==> config.mk <==
export PLATFORM = sky130hd
export DESIGN_NAME = scoreboard_hazard_unit
export DESIGN_NICKNAME = d
export VERILOG_FILES = /design/src/rtl/scoreboard_hazard_unit.sv
export SDC_FILE = /design/constraint.sdc
export NUM_CORES = 1
export LEC_CHECK = 0
export ABC_AREA = 1
export CORE_MARGIN = 2
export CORE_UTILIZATION = 59
export CTS_CLUSTER_DIAMETER = 40
export DETAILED_ROUTE_END_ITERATION = 7
export PLACE_DENSITY = 0.78
export REMOVE_ABC_BUFFERS = 1
export SETUP_SLACK_MARGIN = 0.1
export SKIP_CTS_REPAIR_TIMING = 1
export SYNTH_ARGS = -nofsm -noshare
export SYNTH_HDL_FRONTEND = slang
export SYNTH_SLANG_ARGS = --single-unit
==> constraint.sdc <==
create_clock -name clk -period 2.8 [get_ports clk]
set_input_delay 0.42 -clock clk [delete_from_list [all_inputs] [get_ports clk]]
set_output_delay 0.42 -clock clk [all_outputs]
set_load 0.02 [all_outputs]
==> src/rtl/scoreboard_hazard_unit.sv <==
// ID-stage hazard detector. Each register has countdown counters: cycles until
// write-back and cycles until its result can be forwarded.
module scoreboard_hazard_unit #(
  parameter int REG_COUNT    = 16,
  parameter int REG_ADDR_W   = 4,
  parameter int WB_LAT       = 2,
  parameter int ALU_FWD_LAT  = 0,
  parameter int LOAD_FWD_LAT = 1,
  parameter int STALL_CNT_W  = 16
) (
  input  logic                   clk,
  input  logic                   rst,
  input  logic                   issueValid,
  input  logic [REG_ADDR_W-1:0]  src1,
  input  logic [REG_ADDR_W-1:0]  src2,
  input  logic                   twoSrc,
  input  logic [REG_ADDR_W-1:0]  destination,
  input  logic                   writeBackEn,
  input  logic                   memRead,
  input  logic                   forwardEn,
  input  logic                   freeze,
  input  logic                   flush,
  output logic                   hazardDetected,
  output logic [REG_COUNT-1:0]   busyMask,
  output logic [STALL_CNT_W-1:0] stallCount
);

  localparam int CNT_W = (WB_LAT < 1) ? 1 : $clog2(WB_LAT + 1);

  logic [CNT_W-1:0]       r_wb_cnt  [REG_COUNT];
  logic [CNT_W-1:0]       r_fwd_cnt [REG_COUNT];
  logic [STALL_CNT_W-1:0] r_stall_cnt;

  logic [REG_COUNT-1:0] w_src1_hit;
  logic [REG_COUNT-1:0] w_src2_hit;
  logic                 w_hazard;
  logic                 w_issue;
  logic [CNT_W-1:0]     w_fwd_init;

  assign w_hazard       = issueValid && !flush && ((|w_src1_hit) || (twoSrc && (|w_src2_hit)));
  assign hazardDetected = w_hazard;
  assign w_issue        = issueValid && !w_hazard && !flush && !freeze;
  assign w_fwd_init     = memRead ? CNT_W'(LOAD_FWD_LAT) : CNT_W'(ALU_FWD_LAT);
  assign stallCount     = r_stall_cnt;

  genvar gi;
  generate
    for (gi = 0; gi < REG_COUNT; gi++) begin : g_entry
      logic w_blocking;
      logic w_arm;

      // A busy entry blocks a reader unless forwarding is on and the value is already forwardable.
      assign w_blocking       = (r_wb_cnt[gi] != '0) && (!forwardEn || (r_fwd_cnt[gi] != '0));
      assign w_src1_hit[gi]   = (src1 == REG_ADDR_W'(gi)) && w_blocking;
      assign w_src2_hit[gi]   = (src2 == REG_ADDR_W'(gi)) && w_blocking;
      assign w_arm            = w_issue && writeBackEn && (destination == REG_ADDR_W'(gi));
      assign busyMask[gi]     = (r_wb_cnt[gi] != '0);

      always_ff @(posedge clk) begin
        if (rst) begin
          r_wb_cnt[gi]  <= '0;
          r_fwd_cnt[gi] <= '0;
        end else if (!freeze) begin
          if (w_arm) begin
            r_wb_cnt[gi]  <= CNT_W'(WB_LAT);
            r_fwd_cnt[gi] <= w_fwd_init;
          end else begin
            if (r_wb_cnt[gi] != '0) begin
              r_wb_cnt[gi] <= r_wb_cnt[gi] - CNT_W'(1);
            end
            if (r_fwd_cnt[gi] != '0) begin
              r_fwd_cnt[gi] <= r_fwd_cnt[gi] - CNT_W'(1);
            end
          end
        end
      end
    end
  endgenerate

  always_ff @(posedge clk) begin
    if (rst) begin
      r_stall_cnt <= '0;
    end else if (w_hazard && !freeze && (r_stall_cnt != '1)) begin
      r_stall_cnt <= r_stall_cnt + STALL_CNT_W'(1);
    end
  end

endmodule
# Yosys cells after proc, flatten, opt, wreduce, memory -nomap -nowiden

Memory sizes are Yosys's and may differ from the RTL's.
Index checks and enable logic that the tools add are counted.

Add/sub/neg operators: 33
Eq/ne operators: 46
Mux-type cells: 291
Bitwise gates (word level): 64
Reductions and logical operators: 131

Operators by type and width:

| kind                  | count |
|---|---|
| $mux 1                | 227 |
| $mux 2                | 64 |
| $eq 4x4->1 const B    | 24 |
| $logic_and 1x1->1     | 73 |
| $or 1x1->1            | 64 |
| $reduce_bool 2->1     | 32 |
| $sub 2x1->2 const B   | 32 |
| $eq 4x3->1 const B    | 12 |
| $reduce_or 16->1      | 2 |
| $eq 4x2->1 const B    | 6 |
| $logic_or 1x1->1      | 17 |
| $add 16x1->16 const B | 1 |
| $ne 16x16->1 const B  | 1 |
| $eq 4x1->1 const B    | 3 |
| $logic_not 4->1       | 3 |
| $logic_not 1->1       | 4 |

Flip-flop bits (word level): 16
Memory bits (writable): 64
Input bits: 21
Output and inout port bits: 33
Memories kept: 2

Memories:

| name      | words | width | read ports | clocked after Yosys merged registers in | write ports | line | source |
|---|---|---|---|---|---|---|---|
| r_fwd_cnt | 16    | 2     | 16         | 0                                       | 16          | 31   | `logic [CNT_W-1:0] r_fwd_cnt [REG_COUNT];` |
| r_wb_cnt  | 16    | 2     | 16         | 0                                       | 16          | 30   | `logic [CNT_W-1:0] r_wb_cnt [REG_COUNT];` |

# Logic depth before layout (Yosys ltp)

Gate-level depths: netlist (run 1).
An unclocked memory read counts as a cell.

Depth in word-level cells: 21
Depth in mapped cells: 16

# Worst setup path before layout (run 1)

Ideal clock, no wire load.

Kind: register to output
Start: memory r_wb_cnt[1][2] in the netlist's numbering
End: output hazardDetected
Arrival time: 2.019 ns
Required time: 2.380 ns
Slack: 0.361 ns
Stages on the path, launching flop included: 15
Path buffers: 2
Cell sequence: edfxtp_1 > inv_1 > ha_1 > inv_1 > nand2_1 > nor2_1 > nor2_1 > nand2_1 > nor2_1 > nand2_1 > nand2_1 > and2_4 > buf_8 > buf_8 > nor3_1

RTL lines:

| element         | line | source |
|---|---|---|
| start, declared | 30   |  |
| end, declared   | 23   | `output logic hazardDetected,` |

# Worst setup path after layout (run 1)

Start: input forwardEn
End: output hazardDetected

Word-level cells in the longest chain between the ends: 8

Ends and longest elaborated chain:

| element               | line | source |
|---|---|---|
| start, declared       | 20   | `input logic forwardEn,` |
| $logic_not 1->1 (*)   | 53   | `assign w_blocking = (r_wb_cnt[gi] != '0) && (!forwardEn \|\| (r_fwd_cnt[gi] != '0));` |
| $logic_or 1x1->1      | 53   |  |
| $logic_and 1x1->1     | 53   |  |
| $logic_and 1x1->1     | 55   | `assign w_src2_hit[gi] = (src2 == REG_ADDR_W'(gi)) && w_blocking;` |
| $reduce_or 16->1      | 40   | `assign w_hazard = issueValid && !flush && ((\|w_src1_hit) \|\| (twoSrc && (\|w_src2_hit)));` |
| $logic_and 1x1->1     | 40   |  |
| $logic_or 1x1->1 (*)  | 40   |  |
| $logic_and 1x1->1 (*) | 40   |  |

Mark *: on every way between the ends. The rest lies on a longest branch, timed or not.

==> results of run 1 <==
[Yosys cell counts]
master	count	area (µm²)
edfxtp_1	64	1922
nor2_1	148	555.5
and2_4	1	8.760
o21ai_1	2	10.01
nor2_2	3	18.77
nor4_1	3	18.77
clkbuf_1	12	45.04
buf_4	3	22.52
ha_1	33	412.9
nand3_1	73	365.4
a21oi_1	16	80.08
xnor2_1	4	35.03
buf_2	5	25.02
nand3_2	5	50.05
nor3_1	7	35.03
and2_1	1	6.260
nand4_2	2	25.02
xor2_1	10	87.58
inv_1	154	578.1
nand2_4	1	11.26
inv_2	1	3.750
nand4_1	41	256.5
dfxtp_1	16	320.3
buf_1	2	7.510
o21ai_0	2	10.01
clkinv_1	1	3.750
buf_8	3	45.04
nand2_1	218	818.3
[worst register-to-register path, delay by kind of cell, from the launching register on]
kind	cells	cell delay, ns
buf+inv	4	0.41
simple gates	11	1.16
flops	1	0.36
fa+ha+maj	1	0.23
[per-stage QoR]
stage               worst slack [ns]  hold slack, ns  cell area, µm²
finish                        0.2497          0.5000            6728
CTS                          -0.3499          0.5053            6673
floorplan                     0.4436          0.4891            5633
detailed placement           -0.3470          0.4935            6490
global route                  0.1047          0.5263            6728
global placement             -0.3694          0.4797            6490
[where the power goes]
group          total [W]  internal [W]  switching (W)
sequential       0.00140       0.00137      0.0000266
combinational   0.000681      0.000243       0.000437
clock           0.000824      0.000393       0.000431
total            0.00290       0.00201       0.000895
[path summary, 6_finish.rpt]
kind / start / end / slack [ns] / cells after the start
hold / removal: stallCount[4]$_SDFFE_PP0P_ / stallCount[4]$_SDFFE_PP0P_ / 0.50 / 2
setup reg to reg: r_fwd_cnt[0][12]$_DFFE_PP_ / r_fwd_cnt[0][8]$_DFFE_PP_ / 0.34 / 16
setup / recovery: forwardEn / hazardDetected / 0.25 / 12
hold reg to reg: stallCount[4]$_SDFFE_PP0P_ / stallCount[4]$_SDFFE_PP0P_ / 0.50 / 2
[metal layers]
layer | vias up | global-route usage [%] | share of wire [%]
met2 | 215 | 50.35 | 50
met4 | 0 | 11.84 | 2.6
li1 | 2743 | - | -
met1 | 2612 | 35.79 | 42
met5 | - | 0 | 0
met3 | 33 | 4.136 | 5.9
[state kept, by name, summed over array words and instances (netlist names)]
signal / cells
r_fwd_cnt: 32
r_wb_cnt: 32
stallCount: 16
[final cells by class]
cell class              count  share of cell area (%)
inverters                 156                   8.704
clock buffers              14                   2.529
well taps                 133                   2.474
multi-input cells         570                   42.37
clock inverters             2                  0.1860
repair buffers             71                   10.41
flip-flops and latches     80                   33.33
[cell families (layout without fill, tap and decap cells)]
logic type                 after synthesis  in the layout
AOI/OAI and AO/OA                       20             20
xor gates and xnor gates                14             14
adders and majority gates               33             33
buffers and inverters                  181            243
DFF                                     80             80
and+or+nand+nor                        503            503
==> run_results.csv, run 1 <==
group,metric,value,unit
synthesis,synth_compound_area_share,1.732,%
route,drtIter0Drc,361,
cells_and_area,num_antenna_cells,0,
setup_path,cp.arrival,2.13,ns
floorplan,io_pins,54,
route,wl_per_cell,14.32,µm
route,drcViolationCount,0,
setup_path,crit_path_start_kind,"primary input",
sta,relSlewSlack,56.72,%
sta,final-hold-violation-count,0,
floorplan,core-area,9639,µm²
synthesis,synth_top_family_by_area,"simple AND/OR/NAND/NOR gates",
clocking,cts-root-buf,"clkbuf_8",
clocking,numCtsBuffers,9,
global_route,grt_pass1_vias,5111,
pwr,p_per_area,431.3,nW/µm²
pwr,p_total,0.002902,W
min_path,hp-class,"reg -> reg",
sta,drv_slew,0,
cells_and_area,syn2layout_area_growth,16.44,%
synthesis,ys_ff_latch,80,
status,outcome,"finished, final reports clean",
sta,setup-violations-final,0,
clocking,clk_path_buf_depth,2,
placement,dp.cells,1010,
placement,place_congestion,0.9692,
cells_and_area,post-route-util,69.79,%
synthesis,synth_simple_gate_area_share,37.55,%
pwr,vdd_drop_max,352.6,µV
sta,post-route-period-util,91.08,%
route,postRouteWirelength,14690,µm
floorplan,dieArea,10600,µm²
global_route,grt_max_degree,39,
placement,hpwl,11260,µm
cells_and_area,multi_input_area,2850,µm²
clocking,clock_sinks,80,
cells_and_area,post_route_cells_drive_above_1_share,6.719,%
sta,fin_skew,0.01008,ns
run,maxCapViolations,0,
synthesis,synthAdderAreaFrac,7.146,%
synthesis,yosysWarnings,0,
synthesis,muxShareOfSynthArea,0,%
setup_path,critPathMostFrequentCell,"nand2_1",
floorplan,fp.dieW,103.0,µm
setup_path,cpLargestDelayFamily,"buffers and inverters",
cells_and_area,final_cell_mix,"nand2_1 (218), inv_1 (154), nor2_1 (141), nand3_1 (71), edfxtp_1 (64)",
synthesis,ys_types,28,
route,vias,5603,
global_route,overflow,0,
route,drt_first_pass_iters,5,
sta,tightest_slew,0.6485,ns
synthesis,syn_area_per_cell,6.953,µm²
global_route,grt_usage,28.84,%
sta,fin_setup_tns,0,ns
synthesis,seq_area_frac_synth,38.80,%
setup_path,cp_num_buf_inv,4,
cells_and_area,final_common_cell,"nand2_1",
setup_path,crit_type,"in -> out",
setup_path,end_kind,"output port",
placement,port_buffers,53,
cells_and_area,area.sequential,2242,µm²
setup_path,slowest_stage,"clkdlybuf4s50_1",
clocking,htreeDepth,3,
synthesis,synth_area,5778,µm²
global_route,grt_first_pass_wirelength,23480,µm
floorplan,initial_core_util,59.94,%
floorplan,fp-row-count,36,
cells_and_area,fin_cells,1026,
clocking,clk_pin_slew,0.08,ns
pwr,leakagePower,3.273,nW
floorplan,die_h,103.0,µm
route,vias_per_cell,5.461,
global_route,antenna_found_initial,0,
cells_and_area,fillers,888,
cells_and_area,final_nets,942,
sta,finalCriticalPeriod,2.550,ns
synthesis,synthXorXnorAreaFrac,2.122,%
synthesis,syn_inst,831,
clocking,clkLatencyLatePin,0.37,ns
setup_path,crit_fanout,16,
sta,grt_setup_unrepaired,"false",
route,final_antenna_net_count,0,
setup_path,cp.required,2.38,ns
sta,timing.fmax,392.1,MHz
clocking,cts_tree,"done",
setup_path,cp_cell_sequence,"clkdlybuf4s50_1 > buf_12 > nand2_1 > buf_4 > nand4_1 > nand2_1 > nor2_1 > nand2_1 > nor2_1 > and2_4 > nor3_2 > buf_2",
setup_path,slowest_delay,0.53,ns
Power figures use the tool's default switching activity.
==> inputs of run 2 (changes only) <==
- SKIP_CTS_REPAIR_TIMING: 1 -> not set
==> run_results.csv, run 2 (same netlist as run 1, synthesis figures left out) <==
group,metric,value,unit
status,outcome,"finished, final reports clean",
cells_and_area,final_common_cell,"nand2_1",
clocking,clkLatencyLatePin,0.37,ns
cells_and_area,final_nets,942,
clocking,clk_path_buf_depth,2,
floorplan,core-area,9639,µm²
placement,dp.cells,1010,
route,drtIter0Drc,345,
placement,port_buffers,53,
placement,place_congestion,0.9692,
sta,tightest_slew,0.6612,ns
setup_path,cp.depth,12,
global_route,antenna_found_initial,0,
setup_path,slowest_stage,"clkdlybuf4s50_1",
floorplan,fp.dieW,103.0,µm
cells_and_area,num_antenna_cells,0,
setup_path,r2r_start,"r_fwd_cnt[0][12]$_DFFE_PP_",
setup_path,cp_num_buf_inv,4,
sta,grt_setup_unrepaired,"false",
setup_path,endpoint,"hazardDetected",
placement,hpwl,11260,µm
global_route,overflow,0,
setup_path,cp.required,2.38,ns
global_route,grt_first_pass_wirelength,23560,µm
clocking,clock_sinks,80,
pwr,p_total,0.002902,W
sta,setup-violations-final,0,
global_route,grt_usage,28.93,%
sta,final-hold-violation-count,0,
setup_path,reg2reg_to,"r_fwd_cnt[0][8]$_DFFE_PP_",
clocking,hold_buffers,0,
setup_path,cp_cell_sequence,"clkdlybuf4s50_1 > buf_12 > nand2_1 > buf_4 > nand4_1 > nand2_1 > nor2_1 > nand2_1 > nor2_1 > and2_4 > nor3_2 > buf_2",
setup_path,critPathMostFrequentCell,"nand2_1",
sta,fin_skew,0.01092,ns
setup_path,end_kind,"output port",
global_route,grt_pass1_vias,5124,
sta,drv_slew,0,
setup_path,r2r_slack,0.36,ns
sta,timing.fmax,391.7,MHz
clocking,htreeDepth,3,
global_route,grt_max_degree,39,
pwr,p_per_area,431.2,nW/µm²
sta,finalCriticalPeriod,2.553,ns
clocking,postCtsSetupRepairBufs,0,
route,final_antenna_net_count,0,
sta,post-route-period-util,91.18,%
cells_and_area,post_route_cells_drive_above_1_share,6.719,%
clocking,numCtsBuffers,9,
route,vias,5587,
floorplan,initial_core_util,59.94,%
run,maxCapViolations,0,
cells_and_area,fillers,887,
route,drcViolationCount,0,
setup_path,startpoint,"forwardEn",
floorplan,fp-row-count,36,
setup_path,crit_type,"in -> out",
setup_path,crit_fanout,16,
clocking,clk_pin_slew,0.08,ns
floorplan,die_h,103.0,µm
setup_path,cp.arrival,2.13,ns
route,drt_first_pass_iters,5,
floorplan,io_pins,54,
cells_and_area,fin_cells,1026,
pwr,leakagePower,3.282,nW
clocking,cts-root-buf,"clkbuf_8",
min_path,hp-class,"reg -> reg",
floorplan,dieArea,10600,µm²
route,wl_per_cell,14.40,µm
clocking,cts_tree,"done",
setup_path,slowest_delay,0.53,ns
cells_and_area,syn2layout_area_growth,16.48,%
pwr,vdd_drop_max,354.3,µV
setup_path,r2r_cells,16,
route,vias_per_cell,5.445,
route,postRouteWirelength,14770,µm
setup_path,crit_path_start_kind,"primary input",
cells_and_area,final_cell_mix,"nand2_1 (218), inv_1 (154), nor2_1 (141), nand3_1 (71), edfxtp_1 (64)",
setup_path,cpLargestDelayFamily,"buffers and inverters",
sta,relSlewSlack,55.87,%
## run 2: worst min-delay path: cells and delay by family, from the launching register on
family | cells | cell delay [ns]
compound gates | 1 | 0.05
flops | 1 | 0.34
simple gates | 1 | 0.07
## run 2: metrics by stage
| step | hold WS (ns) | setup TNS, ns | cell area [µm²] | setup WS [ns] | utilization [%] |
|---|---|---|---|---|---|
| after floorplan | 0.4891 | 0 | 5633 | 0.4436 | - |
| after global placement | 0.4797 | -11.34 | 6490 | -0.3694 | 67.33 |
| after detailed placement | 0.4935 | -12.33 | 6490 | -0.3470 | 67.33 |
| after CTS | 0.5053 | 0 | 6690 | 0.1724 | 69.41 |
| after global routing | 0.5263 | 0 | 6730 | 0.1047 | 69.82 |
| final | 0.5010 | 0 | 6730 | 0.2471 | 69.82 |
## run 2: cell type report
cell class                 count  area [µm²]  share of cell area (%)
multi-input combinational    570        2850                   42.35
sequential                    80        2242                   33.31
timing repair buffer          71       703.2                   10.45
inverter                     156       585.6                   8.701
clock buffer                  14       170.2                   2.528
tap                          133       166.4                   2.473
clock inverter                 2       12.51                  0.1859
## run 2: what timing repair did
action                                  4_1_cts  5_1_grt
endpoints found under the setup margin        1       70
gates resized for setup                      13       11
hold endpoints to repair                      0        0
## run 2: worst min-delay path by stage
| stage | endpoint | depth (start not counted) | start | slack (ns) |
|---|---|---|---|---|
| CTS | stallCount[4]$_SDFFE_PP0P_ | 2 | stallCount[4]$_SDFFE_PP0P_ | 0.51 |
| global placement | stallCount[4]$_SDFFE_PP0P_ | 2 | stallCount[4]$_SDFFE_PP0P_ | 0.48 |
| detailed placement | stallCount[4]$_SDFFE_PP0P_ | 2 | stallCount[4]$_SDFFE_PP0P_ | 0.49 |
| floorplan | stallCount[10]$_SDFFE_PP0P_ | 1 | rst | 0.49 |
| global route | stallCount[4]$_SDFFE_PP0P_ | 2 | stallCount[4]$_SDFFE_PP0P_ | 0.53 |
| finish | stallCount[9]$_SDFFE_PP0P_ | 2 | stallCount[9]$_SDFFE_PP0P_ | 0.50 |
## run 2: power by group
part	internal (W)	total, W	switching (W)
Clock	0.000393	0.000824	0.000431
Sequential	0.00137	0.00140	0.0000266
Combinational	0.000243	0.000681	0.000438
## run 2: routing by layer
metal	track usage, %	up-vias	routed length, µm
li1	-	2747	-
met1	35.75	2592	6121
met2	50.85	221	7386
met3	4.339	27	966
met4	11.23	0	299
met5	0	-	0
==> inputs of run 3 (changes only) <==
- PLACE_DENSITY: 0.78 -> 0.91
==> run_results.csv, run 3 (same netlist as run 1, synthesis figures left out) <==
group,metric,value,unit
sta,final-hold-violation-count,0,
clocking,numCtsBuffers,9,
pwr,p_per_area,440.6,nW/µm²
sta,fin_skew,0.009295,ns
setup_path,cp_cell_sequence,"clkdlybuf4s50_1 > buf_4 > nand2_1 > nand2_1 > inv_1 > nand3_1 > nand2_1 > nor2_1 > nand2_1 > nor2_2 > and2_4 > nor3_2 > buf_2",
pwr,pwr-share-clk,30.4,%
cells_and_area,num_antenna_cells,0,
global_route,overflow,0,
cells_and_area,final_nets,943,
route,final_antenna_net_count,0,
setup_path,crit_path_start_kind,"primary input",
global_route,grt_pass1_vias,5092,
placement,hpwl,10380,µm
floorplan,fp.dieW,103.0,µm
setup_path,slowest_stage,"clkdlybuf4s50_1",
pwr,p_seq_share,47.1,%
clocking,hold_buffers,0,
placement,placed_area,6472,µm²
setup_path,reg2reg_to,"r_fwd_cnt[1][4]$_DFFE_PP_",
sta,post-route-period-util,92.95,%
cells_and_area,final_cell_mix,"nand2_1 (218), inv_1 (154), nor2_1 (142), nand3_1 (71), edfxtp_1 (64)",
pwr,vdd_drop_max,273.7,µV
clocking,htreeDepth,3,
sta,tightest_slew,0.7763,ns
route,vias,5478,
sta,drv_slew,0,
floorplan,fp-row-count,36,
clocking,clk_path_buf_depth,2,
pwr,p_switching,0.0009128,W
setup_path,cp.arrival,2.18,ns
clocking,clk_pin_slew,0.09,ns
setup_path,crit_type,"in -> out",
setup_path,r2r_cells,16,
placement,dp_slack,-0.2882,ns
clocking,clock_sinks,80,
sta,fin_setup_tns,0,ns
route,vias_per_cell,5.334,
cells_and_area,multi_input_area,2843,µm²
floorplan,io_pins,54,
min_path,holdPathStages,2,
global_route,grt_usage,27.47,%
setup_path,r2r_slack,0.35,ns
sta,relSlewSlack,48.08,%
cells_and_area,design_area,6729,µm²
floorplan,die_h,103.0,µm
floorplan,core-area,9639,µm²
route,wl_per_cell,13.52,µm
setup_path,critPathMostFrequentCell,"nand2_1",
setup_path,slowest_delay,0.48,ns
min_path,hp-start,"stallCount[8]$_SDFFE_PP0P_",
placement,port_buffers,53,
route,drtIter0Drc,399,
sta,finalCriticalPeriod,2.603,ns
global_route,antenna_found_initial,0,
pwr,swShare,30.79,%
sta,grt_setup_unrepaired,"false",
pwr,p_comb_share,22.5,%
status,outcome,"finished, final reports clean",
cells_and_area,area.sequential,2242,µm²
setup_path,startpoint,"forwardEn",
global_route,busiest_layer,"met2",
floorplan,dieArea,10600,µm²
pwr,leakagePower,3.267,nW
cells_and_area,syn2layout_area_growth,16.46,%
clocking,cts-root-buf,"clkbuf_8",
setup_path,end_kind,"output port",
route,drcViolationCount,0,
floorplan,initial_core_util,59.94,%
min_path,hold_end,"stallCount[8]$_SDFFE_PP0P_",
sta,timing.fmax,384.2,MHz
sta,timing.final.ws_setup,0.1974,ns
setup_path,crit_fanout,6,
setup_path,r2r_start,"r_wb_cnt[1][12]$_SDFFCE_PN0P_",
run,maxCapViolations,0,
placement,place_congestion,0.9760,
clocking,cts_tree,"done",
cells_and_area,fillers,817,
min_path,hp-class,"reg -> reg",
cells_and_area,post_route_cells_drive_above_1_share,6.823,%
clocking,clkLatencyLatePin,0.38,ns
global_route,gr-usage-met1,33.23,%
global_route,grtUsageMet2,47.90,%
global_route,use_met3,4.949,%
sta,hold_ws,0.5012,ns
cells_and_area,final_common_cell,"nand2_1",
route,drt_first_pass_iters,5,
pwr,p_int,0.002052,W
global_route,grt_first_pass_wirelength,22470,µm
global_route,grt_max_degree,36,
route,postRouteWirelength,13890,µm
setup_path,cp.required,2.38,ns
sta,setup-violations-final,0,
==> run 3: cell types whose count changed in the layout (fill, tap and decap cells not counted), moves of 2 or more <==
cell             previous run  this run
buf_4                      15        18
clkdlybuf4s50_1            48        51
dlymetal6s2s_1              4         1
clkbuf_16                   0         2
clkbuf_4                    2         0
clkbuf_8                   11         9
==> run 3: per-layer routing <==
metal | wire length, µm | vias up
met3 | 1037 | 39
li1 | - | 2750
met5 | 0 | -
met4 | 419 | 0
met1 | 5614 | 2456
met2 | 6816 | 233
==> run 3: final cells by class <==
cell class | instances | share of cell area (%)
multi-input combinational | 570 | 42.25
sequential | 80 | 33.32
timing repair buffer | 72 | 10.15
inverter | 156 | 8.702
clock buffer | 12 | 2.659
tap | 133 | 2.473
clock inverter | 4 | 0.4463
==> run 3: worst max-delay path, delay by kind of cell <==
family | cells | cell delay [ns]
buf+inv | 4 | 0.89
simple gates | 9 | 0.87
==> run 3: timing repair <==
item	in CTS	in global routing
gates cloned	0	0
resized for setup	10	10
endpoints found under the setup margin	1	98
buffers inserted	0	0
==> run 3: worst max path at each step <==
stage	endpoint
after floorplan	r_wb_cnt[1][0]$_SDFFCE_PN0P_
after global placement	hazardDetected
after detailed placement	hazardDetected
after CTS	hazardDetected
after global routing	hazardDetected
final	hazardDetected
==> run 3: stage by stage <==
stage	utilization (%)	cells	total power, W
2_1_floorplan	-	806	0.001810
3_3_place_gp	67.15	1011	0.002040
3_5_place_dp	67.15	1011	0.002059
4_1_cts	69.54	1027	0.002945
5_1_grt	69.81	1027	0.003109
6_report	69.81	1027	0.002965
==> run 3: power by group through the flow <==
stage	Sequential, W	Clock [W]	Combinational (W)
6_report	0.00140	0.000902	0.000667
5_1_grt	0.00140	0.000963	0.000742
4_1_cts	0.00140	0.000905	0.000645
3_5_place_dp	0.00142	0	0.000636
3_3_place_gp	0.00142	0	0.000621
2_1_floorplan	0.00142	0	0.000393
